### config.mk
export PLATFORM = sky130hd
export DESIGN_NAME = divider_seq_flat
export DESIGN_NICKNAME = d
export VERILOG_FILES = /design/src/rtl/alu_pkg.sv /design/src/rtl/divider_seq_if.sv /design/src/rtl/div_step.sv /design/src/rtl/divider_seq.sv /design/src/flat_wrapper.sv
export SDC_FILE = /design/constraint.sdc
export NUM_CORES = 1
export LEC_CHECK = 0
export ABC_AREA = 1
export ABC_CLOCK_PERIOD_IN_PS = 4490
export CORE_ASPECT_RATIO = 0.8
export CORE_MARGIN = 3
export CORE_UTILIZATION = 50
export DETAILED_ROUTE_END_ITERATION = 10
export HOLD_SLACK_MARGIN = 0.08
export PLACE_DENSITY = 0.72
export SLEW_MARGIN = 0
export SYNTH_ARGS = -nofsm -noshare
export SYNTH_HDL_FRONTEND = slang
export SYNTH_SLANG_ARGS = --single-unit
export TNS_END_PERCENT = 100
### constraint.sdc
create_clock -name clk -period 4.49 [get_ports clk]
set_clock_uncertainty 0.2 [all_clocks]
set_input_delay 0.449 -clock clk [delete_from_list [all_inputs] [get_ports clk]]
set_output_delay 0.449 -clock clk [all_outputs]
set_load 0.1 [all_outputs]
### src/rtl/alu_pkg.sv
// Shared ALU definitions: datapath width, divider FSM encoding and constants.
package alu_pkg;

  localparam int WIDTH     = 32;
  localparam int DIV_ITERS = WIDTH;
  localparam int CNT_W     = $clog2(DIV_ITERS);

  // Most negative two's-complement value; the only signed dividend that can overflow.
  localparam logic [WIDTH-1:0] SMIN = {1'b1, {(WIDTH-1){1'b0}}};

  typedef enum logic [1:0] {
    DIV_IDLE,
    DIV_RUN,
    DIV_FIX,
    DIV_DONE
  } div_state_t;

endpackage

### src/rtl/divider_seq_if.sv
// Request/result bundle between the ALU issue logic and the sequential divider.
interface divider_seq_if import alu_pkg::*; ();

  logic             start;
  logic             sgn;
  logic [WIDTH-1:0] a;
  logic [WIDTH-1:0] b;
  logic             ready;
  logic             done;
  logic [WIDTH-1:0] quot;
  logic [WIDTH-1:0] rem;
  logic             zerof;
  logic             negf;
  logic             overf;
  logic             cout;

  modport master (
    output start, sgn, a, b,
    input  ready, done, quot, rem, zerof, negf, overf, cout
  );

  modport slave (
    input  start, sgn, a, b,
    output ready, done, quot, rem, zerof, negf, overf, cout
  );

endinterface

### src/rtl/div_step.sv
// One restoring-division step: shift in a dividend bit, trial-subtract, select.
module div_step import alu_pkg::*; (
  input  logic [WIDTH-1:0] rem_in,
  input  logic             dvd_bit,
  input  logic [WIDTH-1:0] divisor,
  output logic [WIDTH-1:0] rem_out,
  output logic             q_bit
);

  logic [WIDTH:0] shifted;
  logic [WIDTH:0] trial;

  // The true difference always fits in WIDTH+1 signed bits, so its MSB is the sign.
  always_comb begin
    shifted = {rem_in, dvd_bit};
    trial   = shifted - {1'b0, divisor};
    q_bit   = ~trial[WIDTH];
    rem_out = q_bit ? trial[WIDTH-1:0] : shifted[WIDTH-1:0];
  end

endmodule

### src/rtl/divider_seq.sv
// Multi-cycle restoring divider, one quotient bit per clock, signed or unsigned.
module divider_seq import alu_pkg::*; (
  input  logic         clk,
  input  logic         reset,
  divider_seq_if.slave bus
);

  div_state_t       state_reg, state_next;
  logic             sgn_reg;
  logic             qneg_reg;
  logic             rneg_reg;
  logic             ovf_reg;
  // Divide-by-zero in flight; its first DONE cycle registers the results.
  logic             zdiv_reg;
  logic [WIDTH-1:0] dvd_reg;   // dividend magnitude, becomes the quotient
  logic [WIDTH-1:0] dsr_reg;   // divisor magnitude
  logic [WIDTH-1:0] prem_reg;  // partial remainder
  logic [CNT_W-1:0] cnt_reg;
  logic [WIDTH-1:0] quot_reg;
  logic [WIDTH-1:0] rem_reg;
  logic             zerof_reg;
  logic             negf_reg;
  logic             overf_reg;

  logic [WIDTH-1:0] step_rem;
  logic             step_q;
  logic [WIDTH-1:0] q_fix;
  logic [WIDTH-1:0] r_fix;

  div_step u_step (
    .rem_in  (prem_reg),
    .dvd_bit (dvd_reg[WIDTH-1]),
    .divisor (dsr_reg),
    .rem_out (step_rem),
    .q_bit   (step_q)
  );

  // Sign restoration of the magnitude result, with the signed-overflow result forced.
  always_comb begin
    q_fix = dvd_reg;
    r_fix = prem_reg;
    if (ovf_reg) begin
      q_fix = SMIN;
      r_fix = '0;
    end else if (sgn_reg) begin
      if (qneg_reg) q_fix = -dvd_reg;
      if (rneg_reg) r_fix = -prem_reg;
    end
  end

  // State register.
  always_ff @(posedge clk) begin
    if (reset) state_reg <= DIV_IDLE;
    else       state_reg <= state_next;
  end

  // Next-state decode and handshake outputs.
  always_comb begin
    state_next = state_reg;
    bus.ready  = 1'b0;
    bus.done   = 1'b0;
    bus.cout   = 1'b0;
    case (state_reg)
      DIV_IDLE: begin
        bus.ready = 1'b1;
        if (bus.start) state_next = (bus.b == '0) ? DIV_DONE : DIV_RUN;
      end
      DIV_RUN: begin
        if (cnt_reg == CNT_W'(DIV_ITERS - 1)) state_next = DIV_FIX;
      end
      DIV_FIX: state_next = DIV_DONE;
      DIV_DONE: begin
        bus.done = ~zdiv_reg;
        if (!zdiv_reg) state_next = DIV_IDLE;
      end
      default: state_next = DIV_IDLE;
    endcase
  end

  // Operand capture, iteration and result registers.
  always_ff @(posedge clk) begin
    if (reset) begin
      sgn_reg   <= 1'b0;
      qneg_reg  <= 1'b0;
      rneg_reg  <= 1'b0;
      ovf_reg   <= 1'b0;
      zdiv_reg  <= 1'b0;
      dvd_reg   <= '0;
      dsr_reg   <= '0;
      prem_reg  <= '0;
      cnt_reg   <= '0;
      quot_reg  <= '0;
      rem_reg   <= '0;
      zerof_reg <= 1'b0;
      negf_reg  <= 1'b0;
      overf_reg <= 1'b0;
    end else begin
      case (state_reg)
        DIV_IDLE: begin
          if (bus.start) begin
            sgn_reg  <= bus.sgn;
            qneg_reg <= bus.a[WIDTH-1] ^ bus.b[WIDTH-1];
            rneg_reg <= bus.a[WIDTH-1];
            ovf_reg  <= bus.sgn && (bus.a == SMIN) && (bus.b == '1);
            zdiv_reg <= (bus.b == '0);
            prem_reg <= '0;
            cnt_reg  <= '0;
            dsr_reg  <= (bus.sgn && bus.b[WIDTH-1]) ? -bus.b : bus.b;
            // A zero divisor keeps the raw dividend: it is returned as the remainder.
            if (bus.b == '0)                     dvd_reg <= bus.a;
            else if (bus.sgn && bus.a[WIDTH-1])  dvd_reg <= -bus.a;
            else                                 dvd_reg <= bus.a;
          end
        end
        DIV_RUN: begin
          prem_reg <= step_rem;
          dvd_reg  <= {dvd_reg[WIDTH-2:0], step_q};
          cnt_reg  <= cnt_reg + 1'b1;
        end
        DIV_FIX: begin
          quot_reg  <= q_fix;
          rem_reg   <= r_fix;
          overf_reg <= ovf_reg;
          negf_reg  <= sgn_reg & q_fix[WIDTH-1];
          zerof_reg <= (q_fix == '0) & ~ovf_reg;
        end
        DIV_DONE: begin
          if (zdiv_reg) begin
            quot_reg  <= '1;
            rem_reg   <= dvd_reg;
            overf_reg <= 1'b1;
            negf_reg  <= 1'b0;
            zerof_reg <= 1'b0;
            zdiv_reg  <= 1'b0;
          end
        end
        default: ;
      endcase
    end
  end

  assign bus.quot  = quot_reg;
  assign bus.rem   = rem_reg;
  assign bus.zerof = zerof_reg;
  assign bus.negf  = negf_reg;
  assign bus.overf = overf_reg;

endmodule
### src/flat_wrapper.sv
// flat-port wrapper written by rule: the top's interface ports become plain ports
module divider_seq_flat import alu_pkg::*;
  (clk, reset, bus_start, bus_sgn, bus_a, bus_b, bus_ready, bus_done, bus_quot, bus_rem, bus_zerof, bus_negf, bus_overf, bus_cout);
  divider_seq_if bus_i ();
  input  logic clk;
  input  logic reset;
  input wire logic [$bits(bus_i.start)-1:0] bus_start;
  input wire logic [$bits(bus_i.sgn)-1:0] bus_sgn;
  input wire logic [$bits(bus_i.a)-1:0] bus_a;
  input wire logic [$bits(bus_i.b)-1:0] bus_b;
  output wire logic [$bits(bus_i.ready)-1:0] bus_ready;
  output wire logic [$bits(bus_i.done)-1:0] bus_done;
  output wire logic [$bits(bus_i.quot)-1:0] bus_quot;
  output wire logic [$bits(bus_i.rem)-1:0] bus_rem;
  output wire logic [$bits(bus_i.zerof)-1:0] bus_zerof;
  output wire logic [$bits(bus_i.negf)-1:0] bus_negf;
  output wire logic [$bits(bus_i.overf)-1:0] bus_overf;
  output wire logic [$bits(bus_i.cout)-1:0] bus_cout;
  assign bus_i.start = bus_start;
  assign bus_i.sgn = bus_sgn;
  assign bus_i.a = bus_a;
  assign bus_i.b = bus_b;
  assign bus_ready = bus_i.ready;
  assign bus_done = bus_i.done;
  assign bus_quot = bus_i.quot;
  assign bus_rem = bus_i.rem;
  assign bus_zerof = bus_i.zerof;
  assign bus_negf = bus_i.negf;
  assign bus_overf = bus_i.overf;
  assign bus_cout = bus_i.cout;
  divider_seq u_core (.clk(clk), .reset(reset), .bus(bus_i));
endmodule
==> out/qor.yml <==
layout:
  finish.utilization_pct: 60.4
  n_antenna_cell: 0
  num-fill-cells: 2501
  nets: 2283
  drive_gt1_share_pct: 5.63
  final_cell_count_no_fill: 2502
  syn2layout_area_growth_pct: 16.2
yosys:
  synth.cell_area_mm2: 0.0129
  ys_types: 49
  synth-seq-area-share_pct: 27.2
  synth_edf_count: 0
  synth_flop_cell: "dfxtp_1"
  synth_cells: 2086
  synthTopCellsByArea: "dfxtp_1 27%, nand2_1 13%, a21oi_1 9.9%"
  yosysMostFrequentCell: "nand2_1"
  synth_seq_cells: 175
  synth-async-reset-ratio_pct: 0
  yosys_warnings: 0
  synth_common_cells: "456 x nand2_1, 256 x a21oi_1, 213 x inv_1"
  syn-num-nets: 2198
  synth_area_per_cell_um2: 6.18
  synth_area_leader_cell: "dfxtp_1"
  yosys.area.top_type_share_pct: 27.2
setup_path:
  crit_type: "reg2reg"
  required_ns: 4.57
  critical-path-top-delay-family: "simple AND/OR/NAND/NOR gates"
  critPathMaxStageDelay_ns: 0.46
  arrival_ns: 3.34
  crit_chain: "inv_1 -> ha_1 -> inv_1 -> fa_1 -> nand3_1 -> nand2_2 -> nand3_2 -> nand2_2 -> nand2_1 -> nand2_2 -> nand3b_4 -> nand3_4 -> nand2_4 -> nand2_1 -> nand3_1 -> a21oi_1"
  cp_slowest_cell: "fa_1"
  crit_path_end_kind: "flip-flop"
  critPathMostFrequentCell: "nand2_2"
  worstPathMaxFanout: 18
  r2r_slack_ns: 1.23
  worst-path-buf-inv: 2
  critPathLaunchType: "flip-flop"
floorplanning:
  rows: 51
  dieArea_mm2: 0.0277
  coreArea_mm2: 0.0248
  ios: 138
  start_util_pct: 51.9
  die_w_um: 185
  fp.dieH_um: 150
sta:
  report.final.slew_viol_count: 0
  timing.fmax_ghz: 0.307
  worst_slack_ns: 1.23
  slew_headroom_pct: 31.9
  finalCriticalPeriod_ns: 3.26
  hold_viol: 0
  finalSetupTns_ns: 0
  finalCritPeriodShare_pct: 72.6
  whs_ns: 0.269
  tightest_slew_ns: 1.02
  rsz0062_at_grt: "no"
  setup_viol_count_final: 0
clock_tree:
  htreeDepth: 4
  clock-sinks: 175
  cts.path.max_buffers: 2
  post_cts_resized: 0
  cts_buffers: 17
  cts.clk_slew.worst_paths_ns: 0.07
  cts_root_buf: "clkbuf_16"
  cts_setup_buffers: 0
  tritoncts: "built"
  cts-hold-fix-buffers: 0
  insertion_delay_ns: 0.44
routing:
  ant_nets: 0
  initialDrtViolationCount: 1899
  viasPerCell: 5.80
  wl_per_cell_um: 17.9
  via_count: 14516
  first_pass_iters: 6
  drc_errors: 0
  routed_wl_um: 44700
power:
  sequentialPowerShare_pct: 24.8
  p_clk_share_pct: 15.4
  intPower_w: 0.00431
  power_density_mw_per_mm2: 653
  ir_worst_vdd_v: 0.000722
  switching_power_w: 0.00547
  leakagePower_nw: 6.83
  combPwrFrac_pct: 59.8
  swShare_pct: 56.0
status:
  status: "complete, no violations"
global_route:
  grt_overflow_total: 0
  grtUsageTotal_pct: 31.7
  grt_max_degree: 84
  grt_first_pass_wirelength_um: 69600
  grt_pass1_vias: 12936
  antenna_found_initial: 0
hold_path:
  min_path_type: "reg2reg"
placement:
  dp_hpwl_um: 34600
  routabilityCongestion: 0.957
  io_buffers: 136
  dp_slack_ns: 1.08
  dpl.cell_count: 2470
flow_run:
  drv_cap: 0
-- worst paths after layout --
| path | startpoint | end | depth (start not counted) |
|---|---|---|---|
| max | u_core.dvd_reg[31]$_SDFFE_PP0P_ | u_core.prem_reg[18]$_SDFFE_PP0P_ | 16 |
| min | u_core.bus.negf$_SDFFE_PP0P_ | u_core.bus.negf$_SDFFE_PP0P_ | 2 |
| max reg2reg | u_core.dvd_reg[31]$_SDFFE_PP0P_ | u_core.prem_reg[18]$_SDFFE_PP0P_ | 16 |
| min reg2reg | u_core.bus.negf$_SDFFE_PP0P_ | u_core.bus.negf$_SDFFE_PP0P_ | 2 |
-- area by class of cell --
class                           instances  area (um^2)  share of cell area [%]
Timing Repair Buffer                  152         1490                    9.94
Inverter                              222          833                    5.56
Sequential cell                       175         3500                    23.4
Tap cell                              318          398                    2.66
Multi-Input combinational cell       1603         8170                    54.6
Clock buffer                           18          439                    2.93
Clock inverter                         14          145                   0.969
-- worst reg2reg max path, cell delays in order (launching register included) --
cell	delay, ns
dfxtp_1	0.32
inv_1	0.21
ha_1	0.19
inv_1	0.08
fa_1	0.46
nand3_1	0.12
nand2_2	0.09
nand3_2	0.08
nand2_2	0.08
nand2_1	0.09
nand2_2	0.12
nand3b_4	0.16
nand3_4	0.28
nand2_4	0.39
nand2_1	0.08
nand3_1	0.08
a21oi_1	0.08
-- power by group through the flow --
stage / logic, W / clock network (W) / registers (W)
final: 0.00585 / 0.00151 / 0.00242
after global routing: 0.00632 / 0.00158 / 0.00246
after CTS: 0.00576 / 0.00151 / 0.00239
after detailed placement: 0.00573 / 0 / 0.00242
after global placement: 0.00570 / 0 / 0.00241
after floorplan: 0.00287 / 0 / 0.00368
-- logic make-up (layout without fill, tap and decap cells) --
kind of cell | after synthesis | after routing | share of synthesized area, %
xor+xnor | 48 | 48 | 3.26
other cells | 1 | 1 | 0.0291
fa+ha+maj | 44 | 44 | 4.33
buf+inv | 308 | 406 | 9.44
flops | 175 | 175 | 27.2
compound gates | 525 | 525 | 21.7
simple gates | 985 | 985 | 34.1
-- cells in the final DEF (no fill, tap or decap), types with 5 or more instances in the layout --
| cell | Yosys | routed |
|---|---|---|
| nand2_1 | 456 | 455 |
| a21oi_1 | 256 | 256 |
| inv_1 | 213 | 213 |
| o21ai_0 | 200 | 200 |
| nand3_1 | 200 | 200 |
| nor2_1 | 196 | 195 |
| dfxtp_1 | 175 | 175 |
| clkdlybuf4s50_1 | 0 | 135 |
| ha_1 | 43 | 43 |
| nor3_1 | 32 | 32 |
| xor2_1 | 32 | 32 |
| nand4_1 | 28 | 28 |
| o211ai_1 | 17 | 17 |
| clkbuf_16 | 0 | 17 |
| xnor2_1 | 16 | 16 |
| o21ai_1 | 15 | 15 |
| buf_4 | 5 | 15 |
| nand2_2 | 13 | 14 |
| nand3b_1 | 14 | 14 |
| nand3_2 | 12 | 12 |
| inv_6 | 0 | 9 |
| nor2_2 | 7 | 8 |
| o221a_2 | 7 | 7 |
| a21oi_2 | 6 | 6 |
| or2_2 | 6 | 6 |
| inv_2 | 3 | 5 |
| nand2_4 | 5 | 5 |
| nor4_1 | 5 | 5 |
-- per-layer routing --
layer	global-route usage, %	vias to the layer above	share of wire (%)
met5	0	-	0
met4	7.54	0	1.9
met3	8.09	59	11
met2	43.4	650	39
met1	49.0	6671	48
li1	-	7136	-
-- stage by stage --
step                      total power [W]  area (um^2)
after global placement            0.00811        14400
after CTS                         0.00966        15000
after detailed placement          0.00815        14400
after floorplan                   0.00655        12900
after global routing               0.0104        15000
final                             0.00978        15000
Power figures use the tool's default switching activity.
